<file path="src/rtl/ctrl_pkg.sv">
// ctrl_pkg: RV32I opcodes, control encodings, the per-stage control word and the bubble constant.
package ctrl_pkg;
    localparam logic [6:0] OP_R      = 7'b0110011;
    localparam logic [6:0] OP_I      = 7'b0010011;
    localparam logic [6:0] OP_LOAD   = 7'b0000011;
    localparam logic [6:0] OP_STORE  = 7'b0100011;
    localparam logic [6:0] OP_BRANCH = 7'b1100011;
    localparam logic [6:0] OP_JAL    = 7'b1101111;
    localparam logic [6:0] OP_JALR   = 7'b1100111;
    localparam logic [6:0] OP_LUI    = 7'b0110111;
    localparam logic [6:0] OP_AUIPC  = 7'b0010111;

    localparam logic [1:0] ALU_ADD = 2'b00;
    localparam logic [1:0] ALU_BR  = 2'b01;
    localparam logic [1:0] ALU_FN  = 2'b10;

    localparam logic [1:0] WB_ALU = 2'b00;
    localparam logic [1:0] WB_MEM = 2'b01;
    localparam logic [1:0] WB_PC4 = 2'b10;

    typedef struct packed {
        logic       alu_src;
        logic [1:0] alu_op;
        logic       mem_read;
        logic       mem_write;
        logic       branch;
        logic       jump;
        logic       regwrite;
        logic [1:0] wb_sel;
        logic       illegal;
    } ctrl_t;

    localparam ctrl_t BUBBLE = '0;

    function automatic logic reads_rs1(input logic [6:0] op);
        return op inside {OP_R, OP_I, OP_LOAD, OP_STORE, OP_BRANCH, OP_JALR};
    endfunction

    function automatic logic reads_rs2(input logic [6:0] op);
        return op inside {OP_R, OP_STORE, OP_BRANCH};
    endfunction
endpackage

</file>
<file path="src/rtl/pipe_ctrl_unit_if.sv">
// pipe_ctrl_unit_if: ID-stage inputs and per-stage control outputs of pipe_ctrl_unit.
interface pipe_ctrl_unit_if #(
    parameter int OPC_W   = 7,
    parameter int RA_W    = 5,
    parameter int ALUOP_W = 2
);
    logic               id_valid;
    logic [OPC_W-1:0]   id_opcode;
    logic [RA_W-1:0]    id_rs1;
    logic [RA_W-1:0]    id_rs2;
    logic [RA_W-1:0]    id_rd;
    logic               flush;
    logic               ex_alu_src;
    logic [ALUOP_W-1:0] ex_alu_op;
    logic [RA_W-1:0]    ex_rd;
    logic               mem_read;
    logic               mem_write;
    logic               mem_branch;
    logic               mem_jump;
    logic               wb_regwrite;
    logic [1:0]         wb_sel;
    logic [RA_W-1:0]    wb_rd;
    logic               stall;
    logic               ex_illegal;

    modport slave (
        input  id_valid, id_opcode, id_rs1, id_rs2, id_rd, flush,
        output ex_alu_src, ex_alu_op, ex_rd, mem_read, mem_write, mem_branch, mem_jump,
               wb_regwrite, wb_sel, wb_rd, stall, ex_illegal
    );

    modport master (
        output id_valid, id_opcode, id_rs1, id_rs2, id_rd, flush,
        input  ex_alu_src, ex_alu_op, ex_rd, mem_read, mem_write, mem_branch, mem_jump,
               wb_regwrite, wb_sel, wb_rd, stall, ex_illegal
    );
endinterface

</file>
<file path="src/rtl/ctrl_decoder.sv">
// ctrl_decoder: combinational RV32I opcode decode into a control word; invalid slots and x0 writes are neutralised.
module ctrl_decoder
    import ctrl_pkg::*;
#(
    parameter int OPC_W = 7,
    parameter int RA_W  = 5
) (
    input  logic             valid,
    input  logic [OPC_W-1:0] opcode,
    input  logic [RA_W-1:0]  rd,
    output ctrl_t            ctrl,
    output logic [RA_W-1:0]  ctrl_rd
);
    logic [6:0] op;

    assign op = 7'(opcode);

    always_comb begin
        ctrl = BUBBLE;
        if (valid) begin
            case (op)
                OP_R:      begin ctrl.alu_op = ALU_FN; ctrl.regwrite = 1'b1; ctrl.wb_sel = WB_ALU; end
                OP_I:      begin ctrl.alu_op = ALU_FN; ctrl.alu_src = 1'b1; ctrl.regwrite = 1'b1; end
                OP_LOAD:   begin ctrl.alu_op = ALU_ADD; ctrl.alu_src = 1'b1; ctrl.mem_read = 1'b1; ctrl.regwrite = 1'b1; ctrl.wb_sel = WB_MEM; end
                OP_STORE:  begin ctrl.alu_src = 1'b1; ctrl.mem_write = 1'b1; end
                OP_BRANCH: begin ctrl.alu_op = ALU_BR; ctrl.branch = 1'b1; end
                OP_JAL:    begin ctrl.jump = 1'b1; ctrl.regwrite = 1'b1; ctrl.wb_sel = WB_PC4; end
                OP_JALR:   begin ctrl.alu_src = 1'b1; ctrl.jump = 1'b1; ctrl.regwrite = 1'b1; ctrl.wb_sel = WB_PC4; end
                OP_LUI, OP_AUIPC: begin ctrl.alu_src = 1'b1; ctrl.regwrite = 1'b1; end
                default:   ctrl.illegal = 1'b1;
            endcase
            ctrl.regwrite = ctrl.regwrite && (rd != '0);
        end
    end

    // an illegal opcode travels as a bubble, so it carries no destination either
    assign ctrl_rd = (valid && !ctrl.illegal) ? rd : '0;
endmodule

</file>
<file path="src/rtl/pipe_ctrl_unit.sv">
// pipe_ctrl_unit: ID/EX, EX/MEM, MEM/WB control registers with flush and hazard handling.
// Define PIPE_CTRL_LOAD_USE_EN to compile in load-use stall detection; otherwise stall is tied low.
module pipe_ctrl_unit
    import ctrl_pkg::*;
#(
    parameter int OPC_W   = 7,
    parameter int RA_W    = 5,
    parameter int ALUOP_W = 2
) (
    input logic             clk,
    input logic             rst,
    pipe_ctrl_unit_if.slave bus
);
    ctrl_t           dec, ex_d, ex_q, mem_d, mem_q, wb_d, wb_q;
    logic [RA_W-1:0] dec_rd, ex_rd_d, ex_rd_q, mem_rd_d, mem_rd_q, wb_rd_d, wb_rd_q;
    logic            load_use;

    ctrl_decoder #(.OPC_W(OPC_W), .RA_W(RA_W)) u_dec (
        .valid   (bus.id_valid),
        .opcode  (bus.id_opcode),
        .rd      (bus.id_rd),
        .ctrl    (dec),
        .ctrl_rd (dec_rd)
    );

`ifdef PIPE_CTRL_LOAD_USE_EN
    logic [6:0] id_op;
    assign id_op    = 7'(bus.id_opcode);
    assign load_use = bus.id_valid && ex_q.mem_read && (ex_rd_q != '0) &&
                      ((reads_rs1(id_op) && bus.id_rs1 == ex_rd_q) ||
                       (reads_rs2(id_op) && bus.id_rs2 == ex_rd_q));
`else
    assign load_use = 1'b0;
`endif

    // flush outranks the load-use hazard: the dependent instruction is being discarded anyway
    assign bus.stall = load_use && !bus.flush;

    always_comb begin
        ex_d     = (bus.flush || load_use) ? BUBBLE : dec;
        ex_rd_d  = (bus.flush || load_use) ? '0 : dec_rd;
        mem_d    = bus.flush ? BUBBLE : ex_q;
        mem_rd_d = bus.flush ? '0 : ex_rd_q;
        wb_d     = mem_q;
        wb_rd_d  = mem_rd_q;
    end

    always_ff @(posedge clk or posedge rst) begin
        if (rst) begin
            ex_q     <= BUBBLE;
            mem_q    <= BUBBLE;
            wb_q     <= BUBBLE;
            ex_rd_q  <= '0;
            mem_rd_q <= '0;
            wb_rd_q  <= '0;
        end else begin
            ex_q     <= ex_d;
            mem_q    <= mem_d;
            wb_q     <= wb_d;
            ex_rd_q  <= ex_rd_d;
            mem_rd_q <= mem_rd_d;
            wb_rd_q  <= wb_rd_d;
        end
    end

    assign bus.ex_alu_src  = ex_q.alu_src;
    assign bus.ex_alu_op   = ALUOP_W'(ex_q.alu_op);
    assign bus.ex_rd       = ex_rd_q;
    assign bus.ex_illegal  = ex_q.illegal;
    assign bus.mem_read    = mem_q.mem_read;
    assign bus.mem_write   = mem_q.mem_write;
    assign bus.mem_branch  = mem_q.branch;
    assign bus.mem_jump    = mem_q.jump;
    assign bus.wb_regwrite = wb_q.regwrite;
    assign bus.wb_sel      = wb_q.wb_sel;
    assign bus.wb_rd       = wb_rd_q;
endmodule

</file>
<file path="src/flat_wrapper.sv">
// flat-port wrapper written by rule: the top's interface ports become plain ports
module pipe_ctrl_unit_flat import ctrl_pkg::*;
#(
    parameter int OPC_W   = 7,
    parameter int RA_W    = 5,
    parameter int ALUOP_W = 2
)
  (clk, rst, bus_id_valid, bus_id_opcode, bus_id_rs1, bus_id_rs2, bus_id_rd, bus_flush, bus_ex_alu_src, bus_ex_alu_op, bus_ex_rd, bus_mem_read, bus_mem_write, bus_mem_branch, bus_mem_jump, bus_wb_regwrite, bus_wb_sel, bus_wb_rd, bus_stall, bus_ex_illegal);
  pipe_ctrl_unit_if #(.OPC_W(OPC_W), .RA_W(RA_W), .ALUOP_W(ALUOP_W)) bus_i ();
  input logic clk;
  input logic rst;
  input wire logic [$bits(bus_i.id_valid)-1:0] bus_id_valid;
  input wire logic [$bits(bus_i.id_opcode)-1:0] bus_id_opcode;
  input wire logic [$bits(bus_i.id_rs1)-1:0] bus_id_rs1;
  input wire logic [$bits(bus_i.id_rs2)-1:0] bus_id_rs2;
  input wire logic [$bits(bus_i.id_rd)-1:0] bus_id_rd;
  input wire logic [$bits(bus_i.flush)-1:0] bus_flush;
  output wire logic [$bits(bus_i.ex_alu_src)-1:0] bus_ex_alu_src;
  output wire logic [$bits(bus_i.ex_alu_op)-1:0] bus_ex_alu_op;
  output wire logic [$bits(bus_i.ex_rd)-1:0] bus_ex_rd;
  output wire logic [$bits(bus_i.mem_read)-1:0] bus_mem_read;
  output wire logic [$bits(bus_i.mem_write)-1:0] bus_mem_write;
  output wire logic [$bits(bus_i.mem_branch)-1:0] bus_mem_branch;
  output wire logic [$bits(bus_i.mem_jump)-1:0] bus_mem_jump;
  output wire logic [$bits(bus_i.wb_regwrite)-1:0] bus_wb_regwrite;
  output wire logic [$bits(bus_i.wb_sel)-1:0] bus_wb_sel;
  output wire logic [$bits(bus_i.wb_rd)-1:0] bus_wb_rd;
  output wire logic [$bits(bus_i.stall)-1:0] bus_stall;
  output wire logic [$bits(bus_i.ex_illegal)-1:0] bus_ex_illegal;
  assign bus_i.id_valid = bus_id_valid;
  assign bus_i.id_opcode = bus_id_opcode;
  assign bus_i.id_rs1 = bus_id_rs1;
  assign bus_i.id_rs2 = bus_id_rs2;
  assign bus_i.id_rd = bus_id_rd;
  assign bus_i.flush = bus_flush;
  assign bus_ex_alu_src = bus_i.ex_alu_src;
  assign bus_ex_alu_op = bus_i.ex_alu_op;
  assign bus_ex_rd = bus_i.ex_rd;
  assign bus_mem_read = bus_i.mem_read;
  assign bus_mem_write = bus_i.mem_write;
  assign bus_mem_branch = bus_i.mem_branch;
  assign bus_mem_jump = bus_i.mem_jump;
  assign bus_wb_regwrite = bus_i.wb_regwrite;
  assign bus_wb_sel = bus_i.wb_sel;
  assign bus_wb_rd = bus_i.wb_rd;
  assign bus_stall = bus_i.stall;
  assign bus_ex_illegal = bus_i.ex_illegal;
  pipe_ctrl_unit #(.OPC_W(OPC_W), .RA_W(RA_W), .ALUOP_W(ALUOP_W)) u_core (.clk(clk), .rst(rst), .bus(bus_i));
endmodule
</file>
<file path="config.mk">
export PLATFORM = sky130hd
export DESIGN_NAME = pipe_ctrl_unit_flat
export DESIGN_NICKNAME = d
export VERILOG_FILES = /design/src/rtl/ctrl_pkg.sv /design/src/rtl/pipe_ctrl_unit_if.sv /design/src/rtl/ctrl_decoder.sv /design/src/rtl/pipe_ctrl_unit.sv /design/src/flat_wrapper.sv
export SDC_FILE = /design/constraint.sdc
export NUM_CORES = 1
export LEC_CHECK = 0
export BUFFER_PORTS_ARGS = -buffer_cell sky130_fd_sc_hd__buf_2
export CORE_ASPECT_RATIO = 0.5
export CORE_MARGIN = 1.5
export CORE_UTILIZATION = 35
export CTS_CLUSTER_DIAMETER = 150
export DETAILED_ROUTE_END_ITERATION = 8
export GPL_TIMING_DRIVEN = 1
export PLACE_DENSITY = 0.61
export RECOVER_POWER = 25
export SYNTH_ARGS = -nofsm -noshare
export SYNTH_HDL_FRONTEND = slang
export SYNTH_SLANG_ARGS = --single-unit
</file>
<file path="constraint.sdc">
create_clock -name clk -period 2.86 [get_ports clk]
set_clock_uncertainty 0.2 [all_clocks]
set_input_delay 0.572 -clock clk [delete_from_list [all_inputs] [get_ports clk]]
set_output_delay 0.572 -clock clk [all_outputs]
set_load 0.03 [all_outputs]
</file>
* Word-level counts from Yosys, hierarchy flattened
Index checks and enable logic that the tools add are counted.
** Cells by class
- Add/subtract/negate cells :: 0
- $mul :: 0
- Divide/modulo/power cells :: 0
- Order comparisons :: 0
- Equal/unequal tests :: 9
- Shift-type cells :: 0
- Muxes and demuxes :: 16
- Bitwise operators :: 0
- Reductions and logical operators :: 9
** Operators by type and width (count)
- $mux W11 :: 2
- $eq A7 B6 Y1 const B :: 3
- $eq A7 B7 Y1 const B :: 3
- $mux W5 :: 3
- $eq A7 B5 Y1 const B :: 2
- $reduce_or A9 Y1 :: 1
- $mux W1 :: 8
- $mux W8 :: 1
- $pmux W2 S2 :: 2
- $eq A7 B2 Y1 const B :: 1
- $reduce_or A7 Y1 :: 1
- $reduce_or A6 Y1 :: 1
- $reduce_bool A5 Y1 :: 1
- $reduce_or A2 Y1 :: 2
- $logic_and A1 B1 Y1 :: 2
- $logic_not A1 Y1 :: 1
** Word-level totals
- Bits in registers :: 36
- Bits in latches :: 0
- Memory bits (writable) :: 0
- ROM bits :: 0
- Input bits :: 26
- Output and inout port bits :: 22
- Word-level logic and storage cells :: 54
- Memories :: 0

* Depth between registers and ports, before layout
- Depth after elaboration :: 10
- Gate-level depth with buffers :: 3
- Mapped depth without buffers :: 3

* Hierarchy
A second synthesis with hierarchy kept.
** Second synthesis, totals
- Cell total of the unflattened synthesis :: 104
- Area total of the unflattened synthesis :: 1373.8 um^2
** Modules (own cells, without submodules)
- pipe_ctrl_unit :: instances 1, cells each 71, area each 1148.6 um^2
- ctrl_decoder :: instances 1, cells each 33, area each 225.2 um^2

* Least setup slack after synthesis
Ideal clock, no wire load.
- Path kind :: input to register
- Start :: in bus_id_opcode[4]
- End :: reg u_core.ex_q[6] (netlist bit)
- Data arrival time :: 1.461 ns
- Path slack :: 1.104 ns
- Cell stages on the path :: 3
- Path buffers :: 0
- Path through :: and2b_1 -> or4b_4 -> nor4b_2
** RTL lines
- from (decl) :: RTL line flat_wrapper.sv:13 : input wire logic [$bits(bus_i.id_opcode)-1:0] bus_id_opcode;
- to (signal assigned) :: RTL line pipe_ctrl_unit.sv:50 : ex_q <= BUBBLE;
- to (signal assigned) :: RTL line pipe_ctrl_unit.sv:57 : ex_q <= ex_d;
- to (decl) :: RTL line pipe_ctrl_unit.sv:14 : ctrl_t dec, ex_d, ex_q, mem_d, mem_q, wb_d, wb_q;

==> summary.txt <==
Status
  – Status: finished clean

Critical path
  – WP buf/inv: 2
  – Critical path class: input pin to register
  – Worst endpoint data arrival time: 1790 ps
  – Worst Path Required: between 2000 and 3000 ps
  – CP Max Fanout: 14
  – Critical path endpoint category: register
  – Crit-path max cell delay: ~320 ps
  – Critical path launch point type: input pin
  – Worst path cell trace: clkbuf_1 -> nand4b_1 -> buf_4 -> nor4_1 -> nor3b_1
  – CP delay by family, top: simple AND/OR/NAND/NOR gates
  – Slowest CP cell: nor3b_1

Global routing
  – Largest net degree at the start of global routing: 22
  – Met2 Track Usage GR: between 10% and 20%
  – Vias in the first global route: slightly below 800
  – Met1 Usage GRT: between 10% and 20%
  – Layer with the highest usage: met2
  – Global-route wire length before repair: approximately 3400 um
  – Gr ovfl total: 0
  – Tot GR Track Use: between 10% and 20%
  – Initial antenna violation count: 0
  – GR met3 Demand/Resource: ~6.3%

Timing
  – RSZ-0062 raised after global routing: no
  – Tmin final: 1830 ps
  – F_max: about 0.55 GHz
  – Hold_ws: 147 ps
  – Max Slew Vio Count: 0
  – Final Cycle Share: 64.0%
  – Total Neg Setup Slack: 0 ps
  – Final setup fails: 0
  – Final hold violation count: 0
  – Slew HR: between 50 and 60%
  – Measured slew at the worst slew-check pin: 725 ps

Cells and area
  – Area Overhead vs Synth: 26.6%
  – Filler cells: approximately 290
  – Antenna Cells: 0
  – Non-Filler Instances: roughly 170
  – Nets: 151
  – Share of layout cells above drive strength 1: between 30% and 40%
  – Final Instance Area: about 0.0015 mm^2

Synthesis
  – Mapped Area: ~0.0012 mm^2
  – Post-synthesis simple-gate area fraction: 20.5%
  – Syn. warnings: 0
  – Synth Register Bits: 33
  – Post-Synth Adder-Cell Area: 0%
  – Synth top cells by count: 33 x dfrtp_1, 11 x nor2b_1, 6 x nor3b_1, 4 x nor2_1
  – Area share of xor/xnor cells in the synthesized design: 0%
  – Ranking of synthesized cells by area: dfrtp_1 71%, nor2b_1 5.9%, nor3b_1 3.9%, buf_4 1.9%, nand4b_1 1.5%
  – Most frequent cell after synthesis: dfrtp_1
  – Largest family of logic cells by synthesized area: simple AND/OR/NAND/NOR gates
  – Post-synthesis sequential area ratio: between 70% and 80%
  – Mux cell area share after synthesis: 0%
  – Synth Area in Compound Gates: ~4.3%
  – Async SR Flop Fraction: 100%
  – Synth area leader: dfrtp_1
  – Post-Syn Instances: 84
  – Syn Area/Cell: roughly 14 um^2
  – Top_reg_cell synth: dfrtp_1
  – EDFF count, synth: 0
  – Mapped Nets: 110
  – Netlist cell types: 24
  – Area share of the largest cell type after synthesis: a little under three quarters

Clock tree
  – Total clock buffers created by CTS: 5
  – # hold bufs at CTS: 0
  – Clock Sink Count: 33
  – CTS H-tree depth: 2
  – Clock latency on the worst-skew pair: roughly 280 ps
  – Post-CTS resize count: 0
  – Clock Path Buffers: 2
  – Worst-path clk slew: around 60 ps
  – Post-CTS setup buffers: 0
  – Root buf cell: clkbuf_8
  – CTS tree: yes

Drt
  – Drt via density: 4.49
  – DRC: 0
  – Routed via count: 741
  – Post-route ant nets: 0
  – Iteration-0 DRC Markers: 34
  – Routed len/inst: around 12 um
  – DRT Pass-1 Iters: 4
  – WL final: 2010 um

Power and ir drop
  – Comb pwr share: 6.1%
  – Int Pwr: around 680 uW
  – Pwr Total: about 860 uW
  – Clk pwr share: about two fifths
  – VDD IR-drop max: ~0.23 mV
  – Switching power: ~190 uW
  – Switching part of the total: 21.6%
  – Pwr dens: between 500 and 600 mW/mm^2
  – Leakage power: a little under 0.8 nW
  – Sequential share of power: a little over half

Placement
  – PortBufs: 36
  – Hpwl dp: approximately 1400 um
  – RePlAce Congestion: a little under 0.8
  – Placed Area: 0.00138 mm^2
  – DP Cell Count: between 150 and 200

Hold path
  – Worst min-delay path category: register to register

Flow run
  – Maxcap violations: 0

Floorplanning
  – Die width: 84.4 um
  – Vert. Die Dim: approximately 44 um
  – Core area: 0.00308 mm^2
  – Ports: 48
  – Die area: approximately 0.0037 mm^2
  – Initial Util: between 30% and 40%
  – # rows: 14
-- power groups by stage --
stage / combinational (mW) / clock [mW] / sequential, mW
detailed placement: 0.0536 / 0 / 0.479
CTS: 0.0540 / 0.350 / 0.470
finish: 0.0531 / 0.342 / 0.470
global placement: 0.0529 / 0 / 0.479
global route: 0.0598 / 0.378 / 0.470
floorplan: 0.0249 / 0 / 0.482
-- flip-flops by register name, summed over array words and instances, names as in the netlist --
register,cells
u_core.bus.wb_rd,5
u_core.bus.mem_branch,1
u_core.mem_rd_q,5
u_core.ex_q,5
u_core.bus.ex_alu_src,1
u_core.bus.ex_alu_op,2
u_core.bus.ex_illegal,1
u_core.bus.wb_regwrite,1
u_core.bus.mem_write,1
u_core.bus.wb_sel,2
u_core.bus.mem_jump,1
u_core.bus.ex_rd,5
u_core.mem_q,2
u_core.bus.mem_read,1
-- cell type report --
cell class / instances / area, um^2 / share of cell area [%]
timing repair buffer: 39 / 201 / 13.7
inverter: 3 / 11.3 / 0.768
multi-input combinational: 43 / 292 / 19.9
tap: 40 / 50.0 / 3.41
sequential: 33 / 826 / 56.3
clock buffer: 7 / 86.3 / 5.89
-- layer usage --
metal  part of all wire, %  vias up
met5                     0        -
met4                   1.2        0
met3                   6.1        5
met2                    47       22
met1                    45      355
li1                      -      359
-- per-stage QoR --
stage          util, %  setup slack, ps
6_report          47.6             1030
2_1_floorplan        -             1100
3_3_place_gp      44.8              884
4_1_cts           47.6             1180
3_5_place_dp      44.8              888
5_1_grt           47.6              848
-- logic make-up after synthesis --
logic type | count (synthesis)
AOI/OAI and AO/OA | 6
DFF | 33
buffers and inverters | 8
other | 1
and+or+nand+nor | 36
-- layout by cell type, fill, tap and decap left out, types with 2 or more instances in the layout --
master | synthesis | routed
clkbuf_8 | 0 | 6
buf_4 | 3 | 3
inv_1 | 3 | 3
nor2b_1 | 11 | 11
nand2_1 | 3 | 3
clkbuf_1 | 2 | 2
nor4_1 | 2 | 2
dfrtp_1 | 33 | 33
nor3b_1 | 6 | 6
nand4b_1 | 2 | 2
buf_2 | 0 | 35
nor2_1 | 4 | 4
nand2b_1 | 2 | 2
-- path summary, 6_finish.rpt --
path,start,end,slack (ps),cells after the start
max,bus_flush,u_core.ex_q[1],1030,5
min,u_core.mem_rd_q[2],u_core.bus.wb_rd[2],150,0
max reg2reg,u_core.bus.ex_rd[0],u_core.mem_rd_q[0],2020,1
min reg2reg,u_core.mem_rd_q[2],u_core.bus.wb_rd[2],150,0
max in group asynchronous,rst,u_core.bus.ex_alu_src,1670,3
min in group asynchronous,rst,u_core.bus.wb_sel[0],200,2
No activity file was read; power rests on OpenSTA's default activity.
